==> src/rtl/deco_pkg.sv <==
// Shared types, field positions and decode helpers for the decode stage.
// Optional scoreboard build switch: DECO_MARCADOR_EN.
package deco_pkg;

  localparam int NUM_REG = 16;
  localparam logic [3:0] REG_PC = 4'd15;

  localparam int F_COND  = 28;
  localparam int F_CLASE = 26;
  localparam int F_OP    = 22;
  localparam int F_RD    = 18;
  localparam int F_RN    = 14;
  localparam int F_RM    = 10;

  typedef enum logic [1:0] {
    REG   = 2'b00,
    IMM   = 2'b01,
    MEM   = 2'b10,
    SALTO = 2'b11
  } clase_e;

  typedef enum logic [1:0] {
    VACIO  = 2'b00,
    ESPERA = 2'b01,
    LISTO  = 2'b10
  } estado_e;

  typedef struct packed {
    logic [3:0]  cond;
    logic [1:0]  clase;
    logic [3:0]  alu_op;
    logic [3:0]  addr1;
    logic [3:0]  addr2;
    logic [3:0]  addr3;
    logic        enable;
    logic [31:0] imm;
    logic [31:0] pc;
  } deco_t;

  function automatic logic lee_rn(input logic [1:0] c);
    return c != SALTO;
  endfunction

  function automatic logic lee_rm(input logic [1:0] c);
    return (c == REG) || (c == MEM);
  endfunction

  function automatic deco_t decodificar(
    input logic [31:0] instr,
    input logic [31:0] pc_in
  );
    deco_t d;
    d        = '0;
    d.cond   = instr[F_COND +: 4];
    d.clase  = instr[F_CLASE +: 2];
    d.alu_op = instr[F_OP +: 4];
    d.pc     = pc_in + 32'd8;
    unique case (clase_e'(d.clase))
      REG: begin
        d.addr1  = instr[F_RN +: 4];
        d.addr2  = instr[F_RM +: 4];
        d.addr3  = instr[F_RD +: 4];
        d.enable = 1'b1;
      end
      IMM: begin
        d.addr1  = instr[F_RN +: 4];
        d.addr3  = instr[F_RD +: 4];
        d.enable = 1'b1;
        d.imm    = {{20{instr[11]}}, instr[11:0]};
      end
      MEM: begin
        d.addr1 = instr[F_RN +: 4];
        d.addr2 = instr[F_RM +: 4];
        if (instr[F_OP]) begin
          d.addr3  = instr[F_RD +: 4];
          d.enable = 1'b1;
        end
      end
      SALTO: begin
        d.imm = {{8{instr[21]}}, instr[21:0], 2'b00};
      end
      default: ;
    endcase
    return d;
  endfunction

endpackage

==> src/rtl/etapa_decodificacion_marcador.sv <==
// Pending-write mask for the 16 registers with a three-address hazard query.
// Only instantiated when DECO_MARCADOR_EN is defined.
module marcador_registros
  import deco_pkg::*;
(
  input  logic       i_clk,
  input  logic       i_rst_n,
  input  logic       i_set_en,
  input  logic [3:0] i_set_addr,
  input  logic       i_clr_en,
  input  logic [3:0] i_clr_addr,
  input  logic [3:0] i_addr1,
  input  logic [3:0] i_addr2,
  input  logic [3:0] i_addr3,
  input  logic [2:0] i_usa,
  output logic       o_hazard
);

  logic [NUM_REG-1:0] r_pend;
  logic [NUM_REG-1:0] w_set;
  logic [NUM_REG-1:0] w_clr;
  logic [NUM_REG-1:0] w_vista;

  // One-hot set/clear masks; R15 never becomes pending
  always_comb begin
    w_set = '0;
    w_clr = '0;
    if (i_set_en && i_set_addr != REG_PC) w_set[i_set_addr] = 1'b1;
    if (i_clr_en) w_clr[i_clr_addr] = 1'b1;
    w_vista = r_pend | w_set;
  end

  // A write issuing this cycle is visible to the word entering behind it
  always_comb begin
    o_hazard = 1'b0;
    if (i_usa[0] && i_addr1 != REG_PC && w_vista[i_addr1]) o_hazard = 1'b1;
    if (i_usa[1] && i_addr2 != REG_PC && w_vista[i_addr2]) o_hazard = 1'b1;
    if (i_usa[2] && i_addr3 != REG_PC && w_vista[i_addr3]) o_hazard = 1'b1;
  end

  // Set wins over a same-cycle clear of the same register
  always_ff @(posedge i_clk) begin
    if (!i_rst_n) r_pend <= '0;
    else          r_pend <= (r_pend & ~w_clr) | w_set;
  end

endmodule

==> src/rtl/etapa_decodificacion.sv <==
// Decode stage: one-entry register with valid/ready and hazard stalls.
// Scoreboard and ESPERA state exist only with DECO_MARCADOR_EN defined.
module etapa_decodificacion
  import deco_pkg::*;
(
  input  logic        clk,
  input  logic        rst_n,
  input  logic        in_valid,
  output logic        in_ready,
  input  logic [31:0] in_instr,
  input  logic [31:0] in_pc,
  input  logic        flush,
  input  logic        wb_valid,
  input  logic [3:0]  wb_addr,
  output logic        out_valid,
  input  logic        out_ready,
  output logic [3:0]  addr1,
  output logic [3:0]  addr2,
  output logic [3:0]  addr3,
  output logic        enable,
  output logic [1:0]  clase,
  output logic [3:0]  alu_op,
  output logic [3:0]  cond,
  output logic [31:0] imm,
  output logic [31:0] pc
);

  estado_e r_estado;
  estado_e w_estado_sig;
  deco_t   r_deco;
  deco_t   w_deco;
  logic    w_acepta;
  logic    w_emite;
  logic    w_hazard;

  assign w_deco    = decodificar(in_instr, in_pc);
  assign out_valid = (r_estado == LISTO);
  assign w_acepta  = in_valid && in_ready;
  assign w_emite   = out_valid && out_ready && !flush;

  assign addr1  = r_deco.addr1;
  assign addr2  = r_deco.addr2;
  assign addr3  = r_deco.addr3;
  assign enable = r_deco.enable;
  assign clase  = r_deco.clase;
  assign alu_op = r_deco.alu_op;
  assign cond   = r_deco.cond;
  assign imm    = r_deco.imm;
  assign pc     = r_deco.pc;

`ifdef DECO_MARCADOR_EN
  logic       w_esp;
  logic [3:0] w_q1;
  logic [3:0] w_q2;
  logic [3:0] w_q3;
  logic [2:0] w_usa;

  // Held word is queried while waiting, the incoming word otherwise
  always_comb begin
    w_esp = (r_estado == ESPERA);
    w_q1  = w_esp ? r_deco.addr1 : w_deco.addr1;
    w_q2  = w_esp ? r_deco.addr2 : w_deco.addr2;
    w_q3  = w_esp ? r_deco.addr3 : w_deco.addr3;
    w_usa = w_esp
      ? {r_deco.enable, lee_rm(r_deco.clase), lee_rn(r_deco.clase)}
      : {w_deco.enable, lee_rm(w_deco.clase), lee_rn(w_deco.clase)};
  end

  marcador_registros u_marcador (
    .i_clk      (clk),
    .i_rst_n    (rst_n),
    .i_set_en   (w_emite && r_deco.enable),
    .i_set_addr (r_deco.addr3),
    .i_clr_en   (wb_valid),
    .i_clr_addr (wb_addr),
    .i_addr1    (w_q1),
    .i_addr2    (w_q2),
    .i_addr3    (w_q3),
    .i_usa      (w_usa),
    .o_hazard   (w_hazard)
  );
`else
  logic w_unused_wb;
  assign w_unused_wb = ^{wb_valid, wb_addr};
  assign w_hazard    = 1'b0;
`endif

  // Upstream ready: free slot, or slot draining this cycle
  always_comb begin
    in_ready = 1'b0;
    if (rst_n && !flush) begin
      unique case (r_estado)
        VACIO:   in_ready = 1'b1;
        LISTO:   in_ready = out_ready;
        default: in_ready = 1'b0;
      endcase
    end
  end

  // Next state; flush outranks everything
  always_comb begin
    w_estado_sig = r_estado;
    if (flush) begin
      w_estado_sig = VACIO;
    end else begin
      unique case (r_estado)
        VACIO:
          if (w_acepta)
            w_estado_sig = w_hazard ? ESPERA : LISTO;
        ESPERA:
          if (!w_hazard) w_estado_sig = LISTO;
        LISTO:
          if (out_ready)
            w_estado_sig = !w_acepta ? VACIO
                         : (w_hazard ? ESPERA : LISTO);
        default: w_estado_sig = VACIO;
      endcase
    end
  end

  // State and held decoded word
  always_ff @(posedge clk) begin
    if (!rst_n) begin
      r_estado <= VACIO;
      r_deco   <= '0;
    end else begin
      r_estado <= w_estado_sig;
      if (w_acepta) r_deco <= w_deco;
    end
  end

endmodule

==> config.mk <==
export PLATFORM = sky130hd
export DESIGN_NAME = etapa_decodificacion
export DESIGN_NICKNAME = d
export VERILOG_FILES = /design/src/rtl/deco_pkg.sv /design/src/rtl/etapa_decodificacion_marcador.sv /design/src/rtl/etapa_decodificacion.sv
export SDC_FILE = /design/constraint.sdc
export NUM_CORES = 1
export LEC_CHECK = 0
export CORE_MARGIN = 8
export CORE_UTILIZATION = 60
export DETAILED_ROUTE_END_ITERATION = 6
export DONT_BUFFER_PORTS = 1
export PLACE_DENSITY = 0.76
export REMOVE_ABC_BUFFERS = 1
export SYNTH_ARGS = -nofsm -noshare
export SYNTH_HDL_FRONTEND = slang
export SYNTH_SLANG_ARGS = --single-unit
==> constraint.sdc <==
create_clock -name clk -period 2 [get_ports clk]
set_clock_uncertainty 0.05 [all_clocks]
set_input_delay 0 -clock clk [delete_from_list [all_inputs] [get_ports clk]]
set_output_delay 0 -clock clk [all_outputs]
set_load 0.005 [all_outputs]
### Yosys cells after proc, flatten, opt, wreduce, memory -nomap -nowiden

Cells that the tools add are included.

| word-level totals | value |
|---|---|
| bits in registers | 89 |
| input port bits | 74 |
| output and inout port bits | 89 |

| operators by class | value |
|---|---|
| add/sub/neg operators | 1 |
| equal/unequal tests | 7 |
| muxes and demuxes | 11 |
| bitwise gates (word level) | 1 |
| reductions and logical operators | 10 |

Operators with widths:

| cell | count |
|---|---|
| one-hot mux 32 bit (2 select lines) | 1 |
| adder 32 x 4 -> 32 bit, second input constant | 1 |
| one-hot mux 5 bit (2 select lines) | 1 |
| 2-to-1 mux 4 bit | 2 |
| equality test 2 bit, second input constant | 3 |
| 2-to-1 mux 2 bit | 3 |
| one-hot mux 2 bit (3 select lines) | 1 |
| OR reduction 2 bit | 3 |
| 2-to-1 mux 5 bit | 1 |
| equality test 2 x 1 -> 1 bit, second input constant | 2 |
| zero test 2 bit | 2 |
| OR reduction 3 bit | 1 |
| logical AND 1 bit | 2 |
| inequality test 2 x 1 -> 1 bit, second input constant | 1 |
| inequality test 2 bit, second input constant | 1 |
| one-hot mux 1 bit (2 select lines) | 1 |
| AND reduction 2 bit | 1 |
| zero test 1 bit | 1 |
| 2-to-1 mux 1 bit | 1 |
| inverter 1 bit | 1 |

### Depth between registers and ports, before layout

Gate-level depths: netlist (run 1).

| depth | value |
|---|---|
| word-level depth | 7 |
| gate-level depth with buffers | 7 |
| depth with buffers taken out | 5 |

### Worst setup path before layout (run 1)

No wires, ideal clock.

| path | value |
|---|---|
| kind | register to register |
| start point | register r_estado[1] |
| end point | register r_deco (netlist bit imm[3]) |
| setup time | 0.071 ns |
| arrival time | 1.577 ns |
| slack | 0.302 ns |
| stages on the path, launching flop included | 8 |
| path buffers | 3 |
| period minus slack after synthesis | 1.698 ns |
| cell sequence | dfxtp_1 nand2b_1 clkbuf_1 and3_1 clkbuf_1 clkbuf_1 nand3_1 a21oi_1 |

| between the ends | value |
|---|---|
| word-level cells in the longest chain between the ends | 4 |

RTL lines:

| what | line | RTL |
|---|---|---|
| start: declaration | etapa_decodificacion.sv:28 | `estado_e r_estado;` |
| start signal: assignment | etapa_decodificacion.sv:127 | `r_estado <= w_estado_sig;` |
| equality test 2 bit or zero test 2 bit (tied branches) | etapa_decodificacion.sv:92 | `unique case (r_estado)` |
| one-hot mux 1 bit (2 select lines) * | etapa_decodificacion.sv:92 |  |
| 2-to-1 mux 1 bit * | etapa_decodificacion.sv:91 | `if (rst_n && !flush) begin` |
| logical AND 1 bit * | etapa_decodificacion.sv:38 | `assign w_acepta = in_valid && in_ready;` |
| end signal: assignment | etapa_decodificacion.sv:128 | `if (w_acepta) r_deco <= w_deco;` |
| end: declaration | etapa_decodificacion.sv:30 | `deco_t r_deco;` |

Every way passes the cells marked *; elsewhere a longest branch is shown, timed or not.
A chain may end at the register's enable or synchronous reset.

### Worst setup path in the final report (run 1)

| path | value |
|---|---|
| start point | input port in_instr[27] |
| end point | register r_deco (netlist bit imm[8]) |

| between the ends | value |
|---|---|
| word-level cells in the longest chain between the ends | 2 |

RTL lines:

| what | line | RTL |
|---|---|---|
| start: declaration | etapa_decodificacion.sv:10 | `input logic [31:0] in_instr,` |
| equality test 2 bit or equality test 2 x 1 -> 1 bit (tied branches) | deco_pkg.sv:58 | `unique case (clase_e'(d.clase))` |
| one-hot mux 32 bit (2 select lines) * | deco_pkg.sv:58 |  |

Marked as above.

==> impl_results.md, run 1 <==
- Status: completed
- P_int: 2.46 mW
- Dpl cells: 495
- CP endpoint kind: register
- DRT iter0 DRCs: 246
- Worst R2R Path Depth: 5
- # fillers: 407
- Fin. max-slew vios: 0
- RSZ-0062 raised after global routing: no
- Starting Density: 62.3%
- CP startpoint kind: primary input
- Yosys cell types: 43
- Nets@finish: 585
- Peak Freq: 0.519 GHz
- GR Overflow Total: 0
- Gate power share: 12.2%
- Final worst slack: 0.0734 ns
- Critical-path cell list: dlygate4sd3_1, mux2_2, dlygate4sd3_1, nand3_1, a21oi_1
- Endpoints failing setup: 0
- Cell mode on critical path: dlygate4sd3_1
- Global Route Usage Sum: 25.6%
- Tcrit/Tclk final: 96.3%
- Number of flops mapped to enable cells by yosys: 0
- #FFs+latches synth: 80
- Cell area after synthesis: 3710 um2
- Leakage: 1.61 nW
- P per Cell Area: 728 nW/um2
- Maximum root-to-sink buffer count: 2
- Ys Warns: 0
- # Max-Cap Violations: 0
- Sequential Power Share: 50.5%
- Post-DRT Antenna Nets: 0
- Die area: 8950 um2
- Clock H-tree levels: 3
- Hold slack: 0.0318 ns
- Clk pwr share: 37.3%
- Setup slack at placement: 0.389 ns
- Crit path buf inv count: 2
- Post-DR vias/cell: 6.22
- Sw power: 926 uW
- Worst path depth: 5
- CP max-delay cell: dlygate4sd3_1
- CP Class: in2reg
- Vias: 3,677
- Maximum VDD drop: 0.628 mV
- Root Buffer: clkbuf_8
- Final Wtd Congestion: 0.837
- TritonRoute pass-1 iters: 5
- Post-detail-place hpwl: 6990 um
- Worst Hold Class: in2reg
- Worst slew margin: 30.8%
- Initial antenna violation count: 0
- Delay-heaviest family, CP: buffers and inverters
- Share of cells above drive strength 1: 8.16%
- Port-buffer cells: 0
- Async set or reset register ratio after synthesis: 0%
- Slew @ Worst Pin: 1.03 ns
- Worst Path Required: 2.15 ns
- Final total power: 3.39 mW
- Crit-path max FO: 12
- Mapped Cells: 457
- Post-layout min period: 1.93 ns
- Chip Height: 94.6 um
- CP peak stage delay: 0.87 ns
- DRT Wirelength: 12,000 um
- Drt drc: 0
- Final non-filler cell total: 591
- Hold path depth: 3
- Worst-path clk slew: 0.09 ns
- Core Box Area: 5960 um2
- Prevailing post-synth register cell: dfxtp_1
- Sequential element share of the synthesized area: 43.2%
- Clock Sinks: 80
- DR WL/cell: 20.3 um
- Die Wd: 94.6 um
- Num CTS Buffers: 9
- Io pins: 163
- Postcts setup bufs: 0
- Area added between synthesis and finish: 25.5%
- Number of global-route vias before repair: 3,490
- Fin. Hold Viols: 0
- Largest net degree at the start of global routing: 68
- Global-route wire length before repair: 18,300 um
- Syn avg cell area: 8.12 um2
- Switching part of the total: 27.3%
- CTS tree: done
- Clock latency on the worst-skew pair: 0.34 ns
- # rows: 28
- Crit path DAT: 2.07 ns
-- worst register-to-register path: cells and delay by family (launching register included) --
family                 cells  cell delay [ns]
AOI/OAI and AO/OA          1             0.23
buffers and inverters      1             0.32
DFF                        1             0.34
and+or+nand+nor            3             0.76
-- logic make-up after synthesis --
logic type,synth area share [%]
compound gates,19.6
xor+xnor,2.83
fa+ha+maj,0.337
buf+inv,7.22
flops,43.2
mux,2.73
simple gates,24.1
-- sequential cells by signal, summed over array words and instances, names as in the netlist --
register  count
pc           32
enable        1
addr3         4
addr2         4
r_estado      1
addr1         4
clase         2
alu_op        4
imm          24
cond          4
-- repair_timing --
action	in CTS	in global routing
endpoints found under the hold margin	80	2
setup endpoints to repair	0	5
resized for setup	0	4
hold buffers	78	1
-- cell type report --
cell class                      instances  area [um2]  share of cell area [%]
Sequential cell                        80        1600                    34.4
Multi-Input combinational cell        323        1860                    39.9
Timing Repair Buffer                   85         851                    18.3
Inverter                               11        41.3                   0.887
Clock inverter                          7        86.3                    1.85
Tap cell                               75        93.8                    2.02
Clock buffer                            9         124                    2.66
Antenna cell                            1        2.50                  0.0537
-- worst paths after layout --
check,from,slack (ns),to
worst max-delay path,in_instr[27],0.07,imm[8]
worst min-delay path,in_valid,0.03,enable
worst max register to register,r_estado[1],0.22,imm[8]
worst min register to register,imm[4],0.43,imm[4]
-- per-layer routing --
metal	up-vias	share of wire, %	track usage (%)
met5	-	0	0
met4	0	2.0	11.1
met3	24	12	8.65
met2	217	49	41.8
met1	1696	38	29.9
li1	1740	-	-
-- synthesized netlist by cell type, types with 5 or more instances --
library cell	count	area share [%]
a31oi_1	8	1.3
o21ai_0	36	4.9
nand4_1	10	1.7
a211oi_1	8	1.6
nor2_1	15	1.5
and4_1	5	1.2
inv_1	10	1.0
nand2_1	69	7.0
nor4_1	9	1.5
clkbuf_1	29	2.9
a21oi_1	55	7.4
nand3_1	28	3.8
o31ai_1	5	1.0
buf_4	9	1.8
xnor2_1	9	2.1
dfxtp_1	80	43
or4_1	5	1.0
nor3_1	9	1.2
mux2_2	9	2.7
-- stage by stage --
step	area [um2]	util, %	TNS [ns]
5_1_grt	4650	78.1	0
4_1_cts	4630	77.8	0
2_1_floorplan	3480	-	-45.48
3_3_place_gp	3640	61.1	0
3_5_place_dp	3640	61.1	0
6_report	4660	78.2	0
-- power by group through the flow --
stage / Combinational [mW] / Clock (mW) / Sequential [mW]
after global routing: 0.448 / 1.35 / 1.72
after CTS: 0.393 / 1.29 / 1.71
final: 0.413 / 1.26 / 1.71
after detailed placement: 0.223 / 0 / 1.75
after global placement: 0.216 / 0 / 1.75
after floorplan: 0.176 / 0 / 1.73
-- layout by cell type (no fill, tap or decap), drive strengths merged, types with 6 or more instances in the layout --
| cell type | count |
|---|---|
| a211oi | 8 |
| a21oi | 55 |
| buf | 6 |
| clkbuf | 9 |
| a31oi | 8 |
| mux2 | 9 |
| nand4 | 12 |
| nor2 | 15 |
| nor3 | 9 |
| xnor2 | 9 |
| o21ai | 36 |
| dlygate4sd3 | 78 |
| nand3 | 28 |
| dfxtp | 80 |
| or4 | 6 |
| nand2 | 69 |
| nor4 | 9 |
| inv | 15 |
Note: power is estimated with default switching activity, not from simulation.
==> run 2: changes to the inputs <==
--- a/config.mk
+++ b/config.mk
@@ -6,11 +6,12 @@
 export NUM_CORES = 1
 export LEC_CHECK = 0
 export CORE_MARGIN = 8
-export CORE_UTILIZATION = 60
+export CORE_UTILIZATION = 27
 export DETAILED_ROUTE_END_ITERATION = 6
 export DONT_BUFFER_PORTS = 1
-export PLACE_DENSITY = 0.76
+export PLACE_DENSITY = 0.4
 export REMOVE_ABC_BUFFERS = 1
+export SLEW_MARGIN = 25
 export SYNTH_ARGS = -nofsm -noshare
 export SYNTH_HDL_FRONTEND = slang
 export SYNTH_SLANG_ARGS = --single-unit
==> run 2 against run 1 <==
Against the previous run: global-route usage decreased by 11 points; count of clock-buffer cells in the layout unchanged; maximum frequency decreased by 0.21%; largest power group unchanged; critical path type unchanged; wire length increased by 12%; largest cell class unchanged; worst hold slack got worse by 0.012 ns; sequential share of layout area decreased by 1.5 points; flip-flop and latch count unchanged; sequential power about the same; utilization decreased by 43 points; die area increased by 98%; via count decreased by 2.0%; clock power increased by 35%.
==> impl_results.md, run 2 (synthesis gave the netlist of run 1 again) <==
- Status: completed
- Largest net degree at the start of global routing: 47
- Hold path depth: 3
- CP Class: in2reg
- # fillers: 1,433
- Worst R2R Path Depth: 5
- Clock H-tree levels: 3
- Layout Utilization: 35.7%
- Maximum VDD drop: 0.312 mV
- P per Cell Area: 784 nW/um2
- Slew @ Worst Pin: 0.822 ns
- Commonest cells after routing, fill and taps aside: dfxtp_1 (80), dlygate4sd3_1 (77), nand2_1 (69)
- Met2 Wirelength: 6370 um
- Crit-path max FO: 12
- Global Route Usage Sum: 14.8%
- Clock Sinks: 80
- Finished Cell Area: 4870 um2
- CP startpoint kind: primary input
- Initial antenna violation count: 0
- # Max-Cap Violations: 0
- CP endpoint kind: register
- Port-buffer cells: 0
- Starting Density: 27.1%
- TritonRoute pass-1 iters: 5
- Metal3 WL: 943 um
- Area added between synthesis and finish: 31.4%
- Hold path endpoint: pc[23]
- Fin. Hold Viols: 0
- Worst-path clk slew: 0.06 ns
- Worst Hold Class: in2reg
- Post-DR vias/cell: 5.19
- Maximum root-to-sink buffer count: 2
- Num CTS Buffers: 9
- Crit path DAT: 2.06 ns
- Final Wtd Congestion: 0.723
- R2R Path Start: r_estado[1]
- CTS tree: done
- DRT Wirelength: 13,400 um
- Wl on met1: 5810 um
- Tcrit/Tclk final: 96.5%
- Diode count: 0
- DRT iter0 DRCs: 186
- Die area: 17,700 um2
- Chip Height: 133 um
- Nets@finish: 585
- Global-route wire length before repair: 21,100 um
- GR Overflow Total: 0
- Io pins: 163
- Root Buffer: clkbuf_16
- Worst r2r dst: imm[2]
- Hold path startpoint: in_pc[5]
- Core Box Area: 13,700 um2
- Final worst slack: 0.0692 ns
- Final total power: 3.82 mW
- Clock latency on the worst-skew pair: 0.34 ns
- Worst slew margin: 45.1%
- Setup slack at placement: 0.297 ns
- Vias: 3,604
- Flop2flop setup slack: 0.21 ns
- RSZ-0062 raised after global routing: no
- Worst Path Required: 2.13 ns
- Fin. max-slew vios: 0
- # rows: 43
- Largest register FFs: 32
- Die Wd: 133 um
- Post-layout min period: 1.93 ns
- Max Used Layer: met4
- Post-detail-place hpwl: 8700 um
- Most common cell after layout, fill and taps aside: dfxtp_1
- Post-DRT Antenna Nets: 0
- Peak Freq: 0.518 GHz
- Endpoints failing setup: 0
- Share of cells above drive strength 1: 7.96%
- Drt drc: 0
- Number of global-route vias before repair: 3,636
- Leakage: 1.65 nW
- DR WL/cell: 19.2 um
- Area of placed instances: 3780 um2
run 2: worst max-delay path, cell delays in order:
cell and delay (ns):
dlygate4sd3_1 0.92, mux2_2 0.40, dlygate4sd3_1 0.56, nand3_1 0.09, a21oi_1 0.09
run 2: per-layer routing:
metal | track usage [%] | vias to the layer above
li1 | - | 1748
met1 | 18.6 | 1717
met2 | 23.4 | 125
met3 | 3.88 | 14
met4 | 6.67 | 0
met5 | 0 | -
run 2: area by class of cell:
type,instances,area (um2),share of cell area (%)
clock buffer,9,225,4.62
clock inverter,7,80.1,1.64
inverter,11,41.3,0.847
multi-input combinational,323,1850,37.9
sequential,80,1600,32.9
tap,180,225,4.62
timing repair buffer,85,856,17.6
run 2: per-stage QoR:
| step | setup TNS (ns) | instances | hold WS [ns] |
|---|---|---|---|
| floorplan | -45.48 | 414 | 0.0456 |
| global placement | 0 | 601 | 0.0512 |
| detailed placement | 0 | 601 | 0.0523 |
| CTS | 0 | 695 | 0.0000447 |
| global route | 0 | 695 | 0.0489 |
| finish | 0 | 695 | 0.0197 |
run 2: worst max path at each step:
stage | start | to | slack (ns) | depth (start not counted)
floorplan | r_estado[1] | pc[24] | -0.74 | 4
global placement | r_estado[1] | imm[0] | 0.29 | 5
detailed placement | r_estado[1] | imm[0] | 0.30 | 5
CTS | in_instr[27] | imm[6] | 0.13 | 5
global route | in_instr[27] | imm[2] | 0.03 | 5
finish | in_instr[27] | imm[2] | 0.07 | 5
run 2: where the power goes:
part           switching (mW)  internal (mW)  leakage, nW
sequential             0.0561           1.66        0.651
clock                   0.713          0.982        0.148
combinational           0.209          0.202        0.850
run 2: what timing repair did:
action | 4_1_cts | 5_1_grt
hold buffers | 78 | 0
buffers inserted | 0 | 0
gates resized for setup | 0 | 0
hold endpoints to repair | 80 | 0
==> run 3: changes to the inputs <==
--- a/config.mk
+++ b/config.mk
@@ -7,9 +7,10 @@
 export LEC_CHECK = 0
 export CORE_MARGIN = 8
 export CORE_UTILIZATION = 27
+export CTS_BUF_LIST = sky130_fd_sc_hd__clkbuf_16
 export DETAILED_ROUTE_END_ITERATION = 6
 export DONT_BUFFER_PORTS = 1
-export PLACE_DENSITY = 0.4
+export GPL_ROUTABILITY_DRIVEN = 0
 export REMOVE_ABC_BUFFERS = 1
 export SLEW_MARGIN = 25
 export SYNTH_ARGS = -nofsm -noshare
==> run 3 against run 2 <==
Against the previous run: maximum frequency increased by 3.0%; cell count up 0.14%; non-clock buffer count is 1 higher; clock power rose by 9%; utilization is 0.44 points higher; combinational power increased by 2%; via count is 5.3% higher; flip-flop and latch count is the same; largest cell class unchanged; highest routed layer unchanged.
==> impl_results.md, run 3 (synthesis gave the netlist of run 1 again) <==
- Status: completed
- Nets@finish: 586
- Crit path buf inv count: 2
- CP max-delay cell: dlygate4sd3_1
- GR Overflow Total: 0
- Core Box Area: 13,700 um2
- Num CTS Buffers: 9
- Worst slew margin: 45.9%
- Diode count: 0
- Worst-path clk slew: 0.07 ns
- # rows: 43
- Area of placed instances: 3780 um2
- Maximum root-to-sink buffer count: 2
- Final total power: 3.99 mW
- Root Buffer: clkbuf_16
- Chip Height: 133 um
- Leakage: 1.67 nW
- Post-DR vias/cell: 5.45
- Io pins: 163
- Endpoints failing setup: 0
- DRT Wirelength: 13,400 um
- Finished Cell Area: 4930 um2
- CP endpoint kind: register
- Die area: 17,700 um2
- CP startpoint kind: primary input
- # fillers: 1,374
- Delay-heaviest family, CP: buffers and inverters
- Die Wd: 133 um
- Worst R2R Path Depth: 6
- Number of global-route vias before repair: 3,724
- CP Class: in2reg
- Dpl cells: 601
- RSZ-0062 raised after global routing: no
- Global Route Usage Sum: 14.6%
- Worst Path Required: 2.18 ns
- Most common cell after layout, fill and taps aside: dfxtp_1
- Initial antenna violation count: 0
- Cell mode on critical path: dlygate4sd3_1
- Fin. max-slew vios: 0
- DRT iter0 DRCs: 314
- Final worst slack: 0.125 ns
- Worst Hold Class: in2reg
- CTS tree: done
- Slew @ Worst Pin: 0.811 ns
- Fin. Hold Viols: 0
- Vias: 3,796
- P_int: 2.99 mW
- Crit-path max FO: 8
- Port-buffer cells: 0
- Largest register FFs: 32
- Clock latency on the worst-skew pair: 0.34 ns
- Critical-path cell list: dlygate4sd3_1, ha_4, nand2_1, o31ai_2, dlygate4sd3_1, a31oi_1
- Maximum VDD drop: 0.455 mV
- Post-detail-place hpwl: 8600 um
- Clock Sinks: 80
- Setup slack at placement: 0.434 ns
- Sw power: 1.01 mW
- Postcts setup bufs: 0
- Worst path depth: 6
- Peak Freq: 0.533 GHz
- TritonRoute pass-1 iters: 5
- Post-DRT Antenna Nets: 0
- Largest net degree at the start of global routing: 56
- Global-route wire length before repair: 20,800 um
- CP peak stage delay: 0.67 ns
- Hold slack: 0.0201 ns
- # Max-Cap Violations: 0
- Tcrit/Tclk final: 93.8%
- Clk pwr share: 46.6%
- Starting Density: 27.1%
- Commonest cells after routing, fill and taps aside: dfxtp_1 (80), dlygate4sd3_1 (77), nand2_1 (69)
- Area added between synthesis and finish: 33.1%
- Crit path DAT: 2.05 ns
- Hold path depth: 3
- Clock H-tree levels: 3
- Drt drc: 0
- Final non-filler cell total: 696
- Post-layout min period: 1.88 ns
- Switching part of the total: 25.3%
- DR WL/cell: 19.3 um
- Share of cells above drive strength 1: 8.53%
- Gate power share: 10.5%
- P per Cell Area: 809 nW/um2
- Sequential Power Share: 42.9%
==> run 3: final timing paths <==
kind                                   from     end  slack (ns)
worst min register to register       imm[4]  imm[4]        0.42
worst min-delay path               in_valid  pc[30]        0.02
worst max-delay path               in_pc[3]  pc[21]        0.12
worst max register to register  r_estado[1]  pc[20]        0.14
==> run 3: through the flow <==
| stage | setup TNS [ns] | utilization (%) |
|---|---|---|
| after floorplan | -45.48 | - |
| after global routing | 0 | 36.1 |
| after CTS | 0 | 35.8 |
| final | 0 | 36.1 |
| after detailed placement | 0 | 27.7 |
| after global placement | 0 | 27.7 |
==> run 3: routing by layer <==
metal  vias up  share of wire, %  track usage (%)
met2       227                47             23.7
met1      1779                39             16.3
met5         -                 0                0
met4         0               3.9             8.17
li1       1745                 -                -
met3        45                10             5.50
==> run 3: worst min-delay path: stages <==
cell and delay [ns]:
nand3_2 0.15, nor2_1 0.14, a211oi_1 0.07
==> run 3: timing repair <==
action,CTS,global route
resized for setup,0,4
setup endpoints to repair,0,2
hold buffers,78,0
hold endpoints to repair,80,0
==> run 3: area by class of cell <==
cell class / instances / area (um2) / share of cell area (%)
Timing Repair Buffer: 86 / 866 / 17.5
Sequential cell: 80 / 1600 / 32.5
Tap cell: 180 / 225 / 4.56
Clock inverter: 7 / 109 / 2.21
Multi-Input combinational cell: 323 / 1870 / 37.8
Clock buffer: 9 / 225 / 4.56
Inverter: 11 / 41.3 / 0.837
==> run 3: power by group through the flow <==
stage | Combinational (mW) | Clock (mW) | Sequential, mW
after detailed placement | 0.233 | 0 | 1.75
after global placement | 0.226 | 0 | 1.75
final | 0.419 | 1.86 | 1.71
after global routing | 0.462 | 1.97 | 1.72
after CTS | 0.402 | 1.92 | 1.72
after floorplan | 0.176 | 0 | 1.73
